File: src/rtl/ex_issue_ctrl.sv
// ex_issue_ctrl: issue/sequencing controller for the execute stage.
// Decides whether the decoded instruction may enter EX. It uses a 64-entry
// pending-write scoreboard to detect hazards. It holds issue while a
// multi-cycle ALU op occupies EX and inserts flush bubbles after a taken branch.
// Optional feature macro: EX_ISSUE_FWD_EN. When it is defined, a one-entry
// tracker lets a dependent instruction issue straight after a single-cycle
// writer by selecting the EX-latch forward path.
module ex_issue_ctrl #(
    parameter int MUL_LAT   = 4,
    parameter int FLUSH_CYC = 2
) (
    input  logic       clk,
    input  logic       rst,
    input  logic       id_valid,
    input  logic [5:0] id_rs1,
    input  logic [5:0] id_rs2,
    input  logic       id_use_rs1,
    input  logic       id_use_rs2,
    input  logic [5:0] id_rd,
    input  logic       id_wr,
    input  logic       id_load,
    input  logic       id_multi,
    input  logic       ex_branch,
    input  logic       wb_valid,
    input  logic [5:0] wb_rd,
    output logic       issue,
    output logic       stall,
    output logic       flush,
    output logic       busy,
    output logic       fwd_a,
    output logic       fwd_b,
    output logic [1:0] state_out
);

    typedef enum logic [1:0] {
        RUN   = 2'd0,
        MULTI = 2'd1,
        FLUSH = 2'd2
    } state_t;

    // Counter load values: the issue cycle is the first EX cycle of a multi
    // op, and cnt==0 is the last cycle spent in the state.
    localparam logic [3:0] MUL_INIT = 4'(MUL_LAT - 2);
    localparam logic [3:0] FL_INIT  = 4'(FLUSH_CYC - 1);

    state_t      state;
    logic [3:0]  cnt;
    logic        flush_q;
    logic [63:0] pend;
    logic [63:0] pend_nxt;

    logic hz_a;
    logic hz_b;
    logic fwd_a_c;
    logic fwd_b_c;
    logic set_en;

`ifdef EX_ISSUE_FWD_EN
    logic       trk_vld;
    logic [5:0] trk_rd;
    logic       trk_set;
    logic       unused_fwd;

    // A dependent source matches the writer that issued last cycle
    assign fwd_a_c = id_use_rs1 & trk_vld & (trk_rd == id_rs1);
    assign fwd_b_c = id_use_rs2 & trk_vld & (trk_rd == id_rs2);
    assign hz_a    = id_use_rs1 & pend[id_rs1] & ~fwd_a_c;
    assign hz_b    = id_use_rs2 & pend[id_rs2] & ~fwd_b_c;

    // Single-cycle writers go through the forward path instead of the scoreboard
    assign trk_set = issue & id_wr & (id_rd != 6'd0) & ~id_load & ~id_multi;
    assign set_en  = issue & id_wr & (id_rd != 6'd0) & ~trk_set;
    assign unused_fwd = 1'b0;

    // Tracker holds the last forwardable writer for exactly one cycle
    always_ff @(posedge clk or posedge rst) begin
        if (rst) begin
            trk_vld <= 1'b0;
            trk_rd  <= 6'd0;
        end else begin
            trk_vld <= trk_set;
            trk_rd  <= id_rd;
        end
    end
`else
    logic unused_load;

    // Without forwarding, every writer goes through the scoreboard
    assign fwd_a_c     = 1'b0;
    assign fwd_b_c     = 1'b0;
    assign hz_a        = id_use_rs1 & pend[id_rs1];
    assign hz_b        = id_use_rs2 & pend[id_rs2];
    assign set_en      = issue & id_wr & (id_rd != 6'd0);
    assign unused_load = id_load;
`endif

    // Issue/stall decode; every control output is forced low while reset is held
    always_comb begin
        issue     = ~rst & id_valid & (state == RUN) & ~hz_a & ~hz_b & ~ex_branch;
        stall     = ~rst & id_valid & ~issue & ~flush_q;
        fwd_a     = ~rst & fwd_a_c;
        fwd_b     = ~rst & fwd_b_c;
        busy      = (state == MULTI);
        flush     = flush_q;
        state_out = state;
    end

    // Next scoreboard: the writeback clear is applied first so a same-cycle set
    // takes precedence. Register 0 is never pending.
    always_comb begin
        pend_nxt = pend;
        if (wb_valid) pend_nxt[wb_rd] = 1'b0;
        if (set_en)   pend_nxt[id_rd] = 1'b1;
        pend_nxt[0] = 1'b0;
    end

    // Scoreboard register
    always_ff @(posedge clk or posedge rst) begin
        if (rst) pend <= 64'd0;
        else     pend <= pend_nxt;
    end

    // Sequencing FSM. A taken branch overrides everything and restarts the bubble count.
    always_ff @(posedge clk or posedge rst) begin
        if (rst) begin
            state   <= RUN;
            cnt     <= 4'd0;
            flush_q <= 1'b0;
        end else begin
            case (state)
                RUN: begin
                    if (ex_branch) begin
                        state   <= FLUSH;
                        cnt     <= FL_INIT;
                        flush_q <= 1'b1;
                    end else if (issue & id_multi) begin
                        state <= MULTI;
                        cnt   <= MUL_INIT;
                    end
                end
                MULTI: begin
                    if (ex_branch) begin
                        state   <= FLUSH;
                        cnt     <= FL_INIT;
                        flush_q <= 1'b1;
                    end else if (cnt == 4'd0) begin
                        state <= RUN;
                    end else begin
                        cnt <= cnt - 4'd1;
                    end
                end
                FLUSH: begin
                    if (ex_branch) begin
                        cnt <= FL_INIT;
                    end else if (cnt == 4'd0) begin
                        state   <= RUN;
                        flush_q <= 1'b0;
                    end else begin
                        cnt <= cnt - 4'd1;
                    end
                end
                default: begin
                    state   <= RUN;
                    cnt     <= 4'd0;
                    flush_q <= 1'b0;
                end
            endcase
        end
    end

endmodule

File: config.mk
export PLATFORM = sky130hd
export DESIGN_NAME = ex_issue_ctrl
export DESIGN_NICKNAME = d
export VERILOG_FILES = /design/src/rtl/ex_issue_ctrl.sv
export SDC_FILE = /design/constraint.sdc
export NUM_CORES = 1
export LEC_CHECK = 0
export BUFFER_PORTS_ARGS = -buffer_cell sky130_fd_sc_hd__buf_2
export CELL_PAD_IN_SITES_DETAIL_PLACEMENT = 2
export CELL_PAD_IN_SITES_GLOBAL_PLACEMENT = 2
export CORE_ASPECT_RATIO = 1.75
export CORE_MARGIN = 3
export CORE_UTILIZATION = 42
export DETAILED_ROUTE_END_ITERATION = 12
export HOLD_SLACK_MARGIN = 0.03
export PLACE_DENSITY = 0.9
export SYNTH_ARGS = -nofsm -noshare
export SYNTH_HDL_FRONTEND = slang
export SYNTH_SLANG_ARGS = --single-unit
export TNS_END_PERCENT = 30
File: constraint.sdc
create_clock -name clk -period 5.38 [get_ports clk]
set_input_delay 0.807 -clock clk [delete_from_list [all_inputs] [get_ports clk]]
set_output_delay 0.807 -clock clk [all_outputs]
set_load 0.03 [all_outputs]
# [Word-level counts from Yosys, hierarchy flattened]
# Index checks and enable logic that the tools add are counted.
[classes] n_addsub=1 order_cmp=6 n_eq_ne=7 mux=25 bitwise_logic=21 reduce_logical=10
[ops] operator="$mux W64" count=2
[ops] operator="$and A64 B64 Y64" count=1
[ops] operator="$not A64 Y64" count=1
[ops] operator="$or A64 B64 Y64" count=1
[ops] operator="$lt A6 B7 Y1 const B" count=4
[ops] operator="$mux W4" count=4
[ops] operator="$and A1 B1 Y1" count=12
[ops] operator="$bmux W1 S6" count=2
[ops] operator="$demux W1 S6" count=2
[ops] operator="$ge A6 B1 Y1 const B" count=2
[ops] operator="$mux W2" count=5
[ops] operator="$pmux W4 S2" count=1
[ops] operator="$mux W1" count=7
[ops] operator="$not A1 Y1" count=6
[ops] operator="$pmux W2 S3" count=1
[ops] operator="$reduce_bool A6 Y1" count=1
[ops] operator="$logic_not A4 Y1" count=1
[ops] operator="$ne A2 B2 Y1 const B" count=2
[ops] operator="$reduce_and A2 Y1" count=2
[ops] operator="$reduce_or A2 Y1" count=2
[ops] operator="$sub A4 B1 Y4 const B" count=1
[ops] operator="$ne A3 B2 Y1 const B" count=1
[ops] operator="$ne A3 B3 Y1 const B" count=1
[ops] operator="$reduce_and A3 Y1" count=1
[ops] operator="other kinds (6)" count=7
[totals] register_bits=70 in_bits=34 word_cells=74

# [Logic depth before layout (Yosys ltp)]
# Gate-level depths: netlist of run 1.
[logic_depth] depth_word=11 depth_mapped=9 depth_no_buf=7

# [Worst setup path before layout of run 1]
# No wires, ideal clock.
[synth_timing] kind="input-to-output" from="input rst" to="output stall" arrival_time_ns=3.730 slack_ns=0.843 cell_stages=5 path_buffers=0 cell_sequence="inv_1 nand2_1 a41o_1 nor4_4 nor3_1"
[synth_between] elab_chain_cells=9
[synth_rtl] element="start, declared" line="13" source="input logic rst,"
[synth_rtl] element="$not A1 Y1"
[synth_rtl] element="$and A1 B1 Y1 (5 in a row)" line="99" source="issue = ~rst & id_valid & (state == RUN) & ~hz_a & ~hz_b & ~ex_branch;"
[synth_rtl] element="named net issue" line="26" source="output logic issue,"
[synth_rtl] element="$not A1 Y1" line="100" source="stall = ~rst & id_valid & ~issue & ~flush_q;"
[synth_rtl] element="$and A1 B1 Y1 (2 in a row)" line="100"
[synth_rtl] element="end, declared" line="27" source="output logic stall,"
# The timed path passes the listed nets, and every way through them passes these cells.

# [Worst setup path after layout of run 1]
[layout_timing] from="input id_rs1[0]" to="output stall"
[layout_between] elab_chain_cells=10
[layout_rtl] element="start, declared" line="15" source="input logic [5:0] id_rs1,"
[layout_rtl] element="$bmux W1 S6" line="91" source="assign hz_a = id_use_rs1 & pend[id_rs1];"
[layout_rtl] element="$mux W1 (implied by the code)" line="91"
[layout_rtl] element="$and A1 B1 Y1" line="91"
[layout_rtl] element="$not A1 Y1" line="99"
[layout_rtl] element="$and A1 B1 Y1 (3 in a row)" line="99"
[layout_rtl] element="$not A1 Y1" line="100"
[layout_rtl] element="$and A1 B1 Y1 (2 in a row)" line="100"
# Every way passes these cells. The select of a mux whose other input is x is not followed.

==> impl_results.md, run 1 <==
- Area Overhead vs Synth: 14.0%
- XOR/XNOR share of the synthesized area: 0%
- All-Layer GR Usage: 33.6%
- Synth unique cells: 46
- Hold path startpoint: cnt[3]
- Measured slew at the worst slew-check pin: 937 ps
- Worst path required time: 4570 ps
- Clk pwr share: 38.8%
- DIE WIDTH: 82.3 um
- CTS-repair resized insts: 0
- Number of global-route vias before repair: 4521
- First-pass GRT wire length: 27600 um
- Worst path slowest cell: mux4_2
- Clock Pin Slew Worst Setup and Hold Paths: 60 ps
- Setup crit end kind: output port
- Setup crit start kind: input pin
- Wirelength per Cell: 31.8 um
- Row count: 48
- Compound-Gate Fraction of Synth Area: 21.5%
- Core Region: 9910 um^2
- Die Ht: 140 um
- Initial Util: 43.2%
- Hold WC Path Type: reg -> reg
- Filler instances: 1048
- Worst-skew pair later-pin latency: 340 ps
- Nets: 487
- H-tree Lvls: 3
- Synth Instances: 415
- Adder-Cell Fraction of Synth Area: 1.75%
- Worst EP arrival: 3410 ps
- Post-DP HPWL: 12700 um
- Port Buffers: 38
- Worst path cell trace: buf_2 -> mux4_2 -> mux2_2 -> and3_1 -> o311a_1 -> nor4_4 -> buf_4 -> nor3_1 -> buf_2
- Drt via density: 6.97
- Hold Fails Final Rpt: 0
- LEAKAGE: 0.00205 uW
- Multi-input gate area: 2390 um^2
- Final GP Congestion: 0.913
- Outcome: finished, final reports clean
- Synth area leader: dfrtp_1
- Worst r2r src: pend[47]
- Largest net degree at the start of global routing: 71
- Sw Ratio: 33.3%
- RSZ-0062 raised after global routing: no
- Critical path's top delay family: multiplexers
- Sink Count: 70
- Top cells by area in the synthesized netlist: dfrtp_1 (41%), o21ai_0 (15%), mux4_2 (15%)
- Cts bufs inserted: 9
- Ports: 42
- Synth top area share: 40.9%
- Post-layout min period: 4220 ps
- Critical Path Stages: 9
- Largest family of logic cells by synthesized area: compound AO/OA/AOI/OAI gates
- Top achievable clock speed: 237 MHz
- Most used cell along the critical path: buf_2
- Sequential share of power: 35.9%
- Number of nets with antenna violations after routing: 0
- WP buf/inv: 3
- Top-count cell post-synth: o21ai_0
- Cell area after synthesis: 4280 um^2
- 1st-iter DRT viols: 442
- Post-synthesis register bit count: 70
- Max Buffers Root-to-Sink: 2
- GRT overflow: 0
- Total number of yosys warnings: 0
- Root Buffer: clkbuf_16
- Residual DRC: 0
- Hold path depth: 1
- Register area share after synthesis: 40.9%
- Final Slew Violations: 0
- Final number of setup-violating endpoints: 0
- First-pass detailed-route iteration total: 5
- Register area: 1750 um^2
- Via count: 4024
- Clock skew: 9.43 ps
- Max-cap violations: 0
- Relative slew slack: 37.5%
- Logic gate share of total power: 25.2%
- Die ar.: 11500 um^2
- Routed WL: 18400 um
- Antenna violations before repair: 0
- CTS Hold Bufs: 0
- Synthesized area per cell: 10.3 um^2
- R2R setup slack: 2270 ps
- Ys async rst share: 100%
- Worst hold endpoint: cnt[3]
- Ratio of final minimum period to clock period: 78.4%
- Int Power: 1140 uW
- Share of cells above drive strength 1: 23.9%
- CTS tree: built
- Crit path max fanout: 14
- Post-synthesis simple-gate area fraction: 12.6%
- End of the worst register-to-register path: cnt[1]
- Number of setup buffers added after CTS: 0
- Setup CP Type: in -> out
- Worst VDD drop: 0.238 mV
- Mux cell area share after synthesis: 19.9%
- Cells on worst reg2reg path: 7
- Primary FF master, synth: dfrtp_1
- Commonest cells in the netlist: o21ai_0 (129), dfrtp_1 (70), mux4_2 (28)
- N_diodes: 0
- Pwr/cell area: 351 nW/um^2
- Final Util: 49.2%
- Setup TNS: 0 ps
- Max incr delay on CP: 590 ps
- Switching power: 571 uW
- EDFF count, synth: 0
## final cells by class
cell class | instances | share of cell area, %
multi-input cells | 313 | 49.1
flip-flops and latches | 70 | 35.9
clock buffers | 10 | 4.90
repair buffers | 40 | 4.21
well taps | 125 | 3.21
clock inverters | 6 | 1.74
inverters | 13 | 1.00
## routing by layer
metal,global-route usage (%),routed length [um],up-vias
met3,5.63,893,100
met2,56.2,9580,221
met1,36.6,6420,2053
li1,-,-,1650
met4,25.0,1460,0
met5,0,0,-
## state kept, by name, indices dropped and copies added (netlist names)
name / flops
flush: 1
pend: 63
state_out: 2
cnt: 4
## per-stage QoR
step / std cells / hold slack, ps / setup WS (ps) / area (um^2) / power (uW)
2_1_floorplan: 416 / 470 / 843 / 4290 / 901
3_3_place_gp: 561 / 497 / 1230 / 4560 / 1010
3_5_place_dp: 561 / 521 / 1150 / 4560 / 1050
4_1_cts: 577 / 536 / 1140 / 4880 / 1720
5_1_grt: 577 / 567 / 1040 / 4880 / 1780
6_report: 577 / 530 / 1160 / 4880 / 1710
## power groups by stage
stage / Combinational (uW) / Clock, uW / Sequential [uW]
3_5_place_dp: 427 / 0 / 623
2_1_floorplan: 277 / 0 / 625
3_3_place_gp: 397 / 0 / 615
6_report: 432 / 666 / 616
5_1_grt: 470 / 694 / 620
4_1_cts: 434 / 669 / 614
## layout by cell type (no fill, tap or decap), types with 3 or more instances in the layout
cell	count
nor2_1	13
nor3_1	3
o2bb2ai_1	3
nand2_1	13
mux2_2	8
or3b_2	5
ha_1	6
and3_1	4
mux4_2	28
nand3b_1	13
or2_2	8
or3_1	4
o22ai_1	4
nand3_1	12
buf_2	38
clkbuf_16	9
o21ai_0	129
a21oi_1	6
mux2i_1	13
dfrtp_1	70
nor2b_1	8
inv_1	12
a22oi_1	3
## cells by family (layout without fill, tap and decap cells)
| logic type | after synthesis | after routing |
|---|---|---|
| other | 1 | 2 |
| buffers and inverters | 33 | 69 |
| and+or+nand+nor | 91 | 91 |
| muxes | 49 | 49 |
| adders and majority gates | 6 | 6 |
| AOI/OAI and AO/OA | 165 | 165 |
| DFF | 70 | 70 |
## how the worst max path moves through the flow
stage                     endpoint  slack [ps]       from
after floorplan              stall         840        rst
after global placement       stall        1230  id_rs2[1]
after detailed placement     stall        1150  id_rs2[1]
after CTS                    stall        1140  id_rs2[1]
after global routing         stall        1040  id_rs1[0]
final                        stall        1160  id_rs1[0]
Note: power is estimated with default switching activity, not from simulation.
==> run 2: changes to the inputs <==
CORE_UTILIZATION = 35   (was 42)
PLACE_DENSITY = 0.8   (was 0.9)
clock period = 3.85 ns   (was 5.38 ns; I/O delays follow)
==> run 2 against run 1 <==
  * Clock skew fell by 1.9 ps
  * Utilization down 7.4 points
  * Clock-buffer cell count is 5 higher
  * Worst setup slack worse by 960 ps
  * Wire length down 8.8%
  * Sequential cell count did not move
  * Critical endpoint unchanged
  * Largest power group is now registers
==> impl_results.md, run 2 (synthesis results as in run 1) <==
- LEAKAGE: 0.00206 uW (+0.39%)
- R2R setup slack: 840 ps (-1430 ps)
- CTS Hold Bufs: 0 (unchanged)
- Logic gate share of total power: 25.9% (+0.7 points)
- Outcome: finished, final reports clean
- Core Region: 11800 um^2 (+19%)
- Hold Fails Final Rpt: 0 (unchanged)
- Worst VDD drop: 0.231 mV (-2.9%)
- Largest net degree at the start of global routing: 71 (unchanged)
- Root Buffer: clkbuf_16
- Port Buffers: 38 (unchanged)
- H-tree Lvls: 3 (unchanged)
- Hold WC Path Type: reg -> reg
- 1st-iter DRT viols: 309 (-30%)
- Pwr Total: 2260 uW (+32%)
- Row count: 52 (+8.3%)
- CTS-repair resized insts: 0 (unchanged)
- Largest reg by FF count: pend
- Max Buffers Root-to-Sink: 2 (unchanged)
- Sw Ratio: 32.8% (-0.49 points)
- Final number of setup-violating endpoints: 0 (unchanged)
- Largest register FFs: 63 (unchanged)
- Most common cell after layout, fill and taps aside: o21ai_0
- Multi-input gate area: 2390 um^2 (unchanged)
- Pwr/cell area: 459 nW/um^2 (+31%)
- Switching power: 743 uW (+30%)
- Number of nets with antenna violations after routing: 0 (unchanged)
- Int Power: 1520 uW (+33%)
- DIE WIDTH: 89.6 um (+8.8%)
- Ratio of final minimum period to clock period: 94.7%
- GRT overflow: 0 (unchanged)
- Initial Util: 36.4% (-6.8 points)
- Number of setup buffers added after CTS: 0 (unchanged)
- Max-cap violations: 0 (unchanged)
- CTS tree: built
- Die Ht: 152 um (+9.1%)
- Via count: 3856 (-4.2%)
- Commonest cells after routing, fill and taps aside: o21ai_0 (129), dfrtp_1 (70), buf_2 (38)
- Nets: 492 (+1.0%)
- Setup TNS: 0 ps (unchanged)
- Residual DRC: 0 (unchanged)
- Ports: 42 (unchanged)
- Clk pwr share: 36.2% (-2.6 points)
- Sequential share of power: 37.9% (+2.0 points)
- Dpl ws: 201 ps (-950 ps)
- Cts bufs inserted: 9 (unchanged)
- Worst EP arrival: 3070 ps (-340 ps)
- Worst-skew pair later-pin latency: 350 ps (about the same)
- Crit path max fanout: 10 (-4)
- Filler instances: 1260 (+20%)
- First-pass detailed-route iteration total: 4 (-1)
- Drt via density: 6.24 (-11%)
- Share of cells above drive strength 1: 24.1% (+0.23 points)
- Post-layout min period: 3650 ps
- Final worst setup slack: 203 ps (-960 ps)
- RSZ-0062 raised after global routing: no
- Routed WL: 16700 um (-8.8%)
- Final GP Congestion: 0.881 (-3.5%)
- First-pass GRT wire length: 25700 um (-6.9%)
- Clock skew: 7.57 ps (-1.86 ps)
- All-Layer GR Usage: 25.8% (-7.8 points)
- Die ar.: 13600 um^2 (+19%)
- Measured slew at the worst slew-check pin: 950 ps (+13.2 ps)
- Worst path required time: 3270 ps (-1300 ps)
- Setup crit end kind: output port
- Final Slew Violations: 0 (unchanged)
- Post-DP HPWL: 12500 um (-1.6%)
- Number of global-route vias before repair: 4350 (-3.8%)
- Antenna violations before repair: 0 (unchanged)
- Setup crit start kind: input pin
- Area Overhead vs Synth: 15.2%
- Clock Pin Slew Worst Setup and Hold Paths: 60 ps (about the same)
- Wirelength per Cell: 27.1 um (-15%)
- Top achievable clock speed: 274 MHz
- N_diodes: 0 (unchanged)
- Relative slew slack: 36.7% (-0.88 points)
- Register area: 1750 um^2 (unchanged)
- Setup CP Type: in -> out
- Sink Count: 70 (unchanged)
==> run 2: cell count changes in the layout (fill, tap and decap cells not counted), sizes merged <==
cell / previous run / this run
buf: 40 / 45
clkbuf: 10 / 15
bufinv: 2 / 0
clkinv: 2 / 0
clkinvlp: 2 / 1
inv: 13 / 12
==> run 2: critical path, stage by stage <==
cell and delay (ps):
buf_2 330, mux4_2 570, mux2_2 270, and3_1 190
o311a_1 400, nor4_4 260, buf_4 220, nor3_1 50
buf_2 180
==> run 2: worst paths after layout <==
| path | endpoint | start | cells past startpoint |
|---|---|---|---|
| max | stall | id_rs1[0] | 9 |
| min | cnt[3] | cnt[3] | 1 |
| max reg2reg | pend[39] | pend[19] | 8 |
| min reg2reg | cnt[3] | cnt[3] | 1 |
| max in group asynchronous | pend[56] | rst | 3 |
| min in group asynchronous | pend[13] | rst | 3 |
==> run 2: per-stage QoR <==
stage               area, um^2  util, %  hold slack [ps]  std cells
finish                    4930     41.9              520        618
CTS                       4930     41.9              519        618
floorplan                 4290        -              470        416
global route              4930     41.9              558        618
global placement          4640     39.4              492        603
detailed placement        4640     39.4              507        603
==> run 2: power by group through the flow <==
| stage | clock (uW) | sequential, uW | combinational [uW] |
|---|---|---|---|
| after floorplan | 0 | 873 | 387 |
| after global placement | 0 | 861 | 557 |
| after detailed placement | 0 | 868 | 589 |
| after CTS | 822 | 856 | 592 |
| after global routing | 856 | 865 | 647 |
| final | 819 | 858 | 587 |
==> run 2: final cells by class <==
type / count / area share, %
multi-input combinational: 313 / 48.5
sequential: 70 / 35.5
clock buffer: 15 / 5.84
timing repair buffer: 45 / 4.92
tap: 162 / 4.11
inverter: 13 / 1.07
==> run 2: routing by layer <==
metal | wire length (um) | track usage, % | vias to the layer above
met5 | 0 | 0 | -
met4 | 1070 | 15.3 | 0
met3 | 586 | 4.76 | 59
met2 | 8970 | 44.6 | 113
met1 | 6110 | 28.1 | 2024
li1 | - | - | 1660
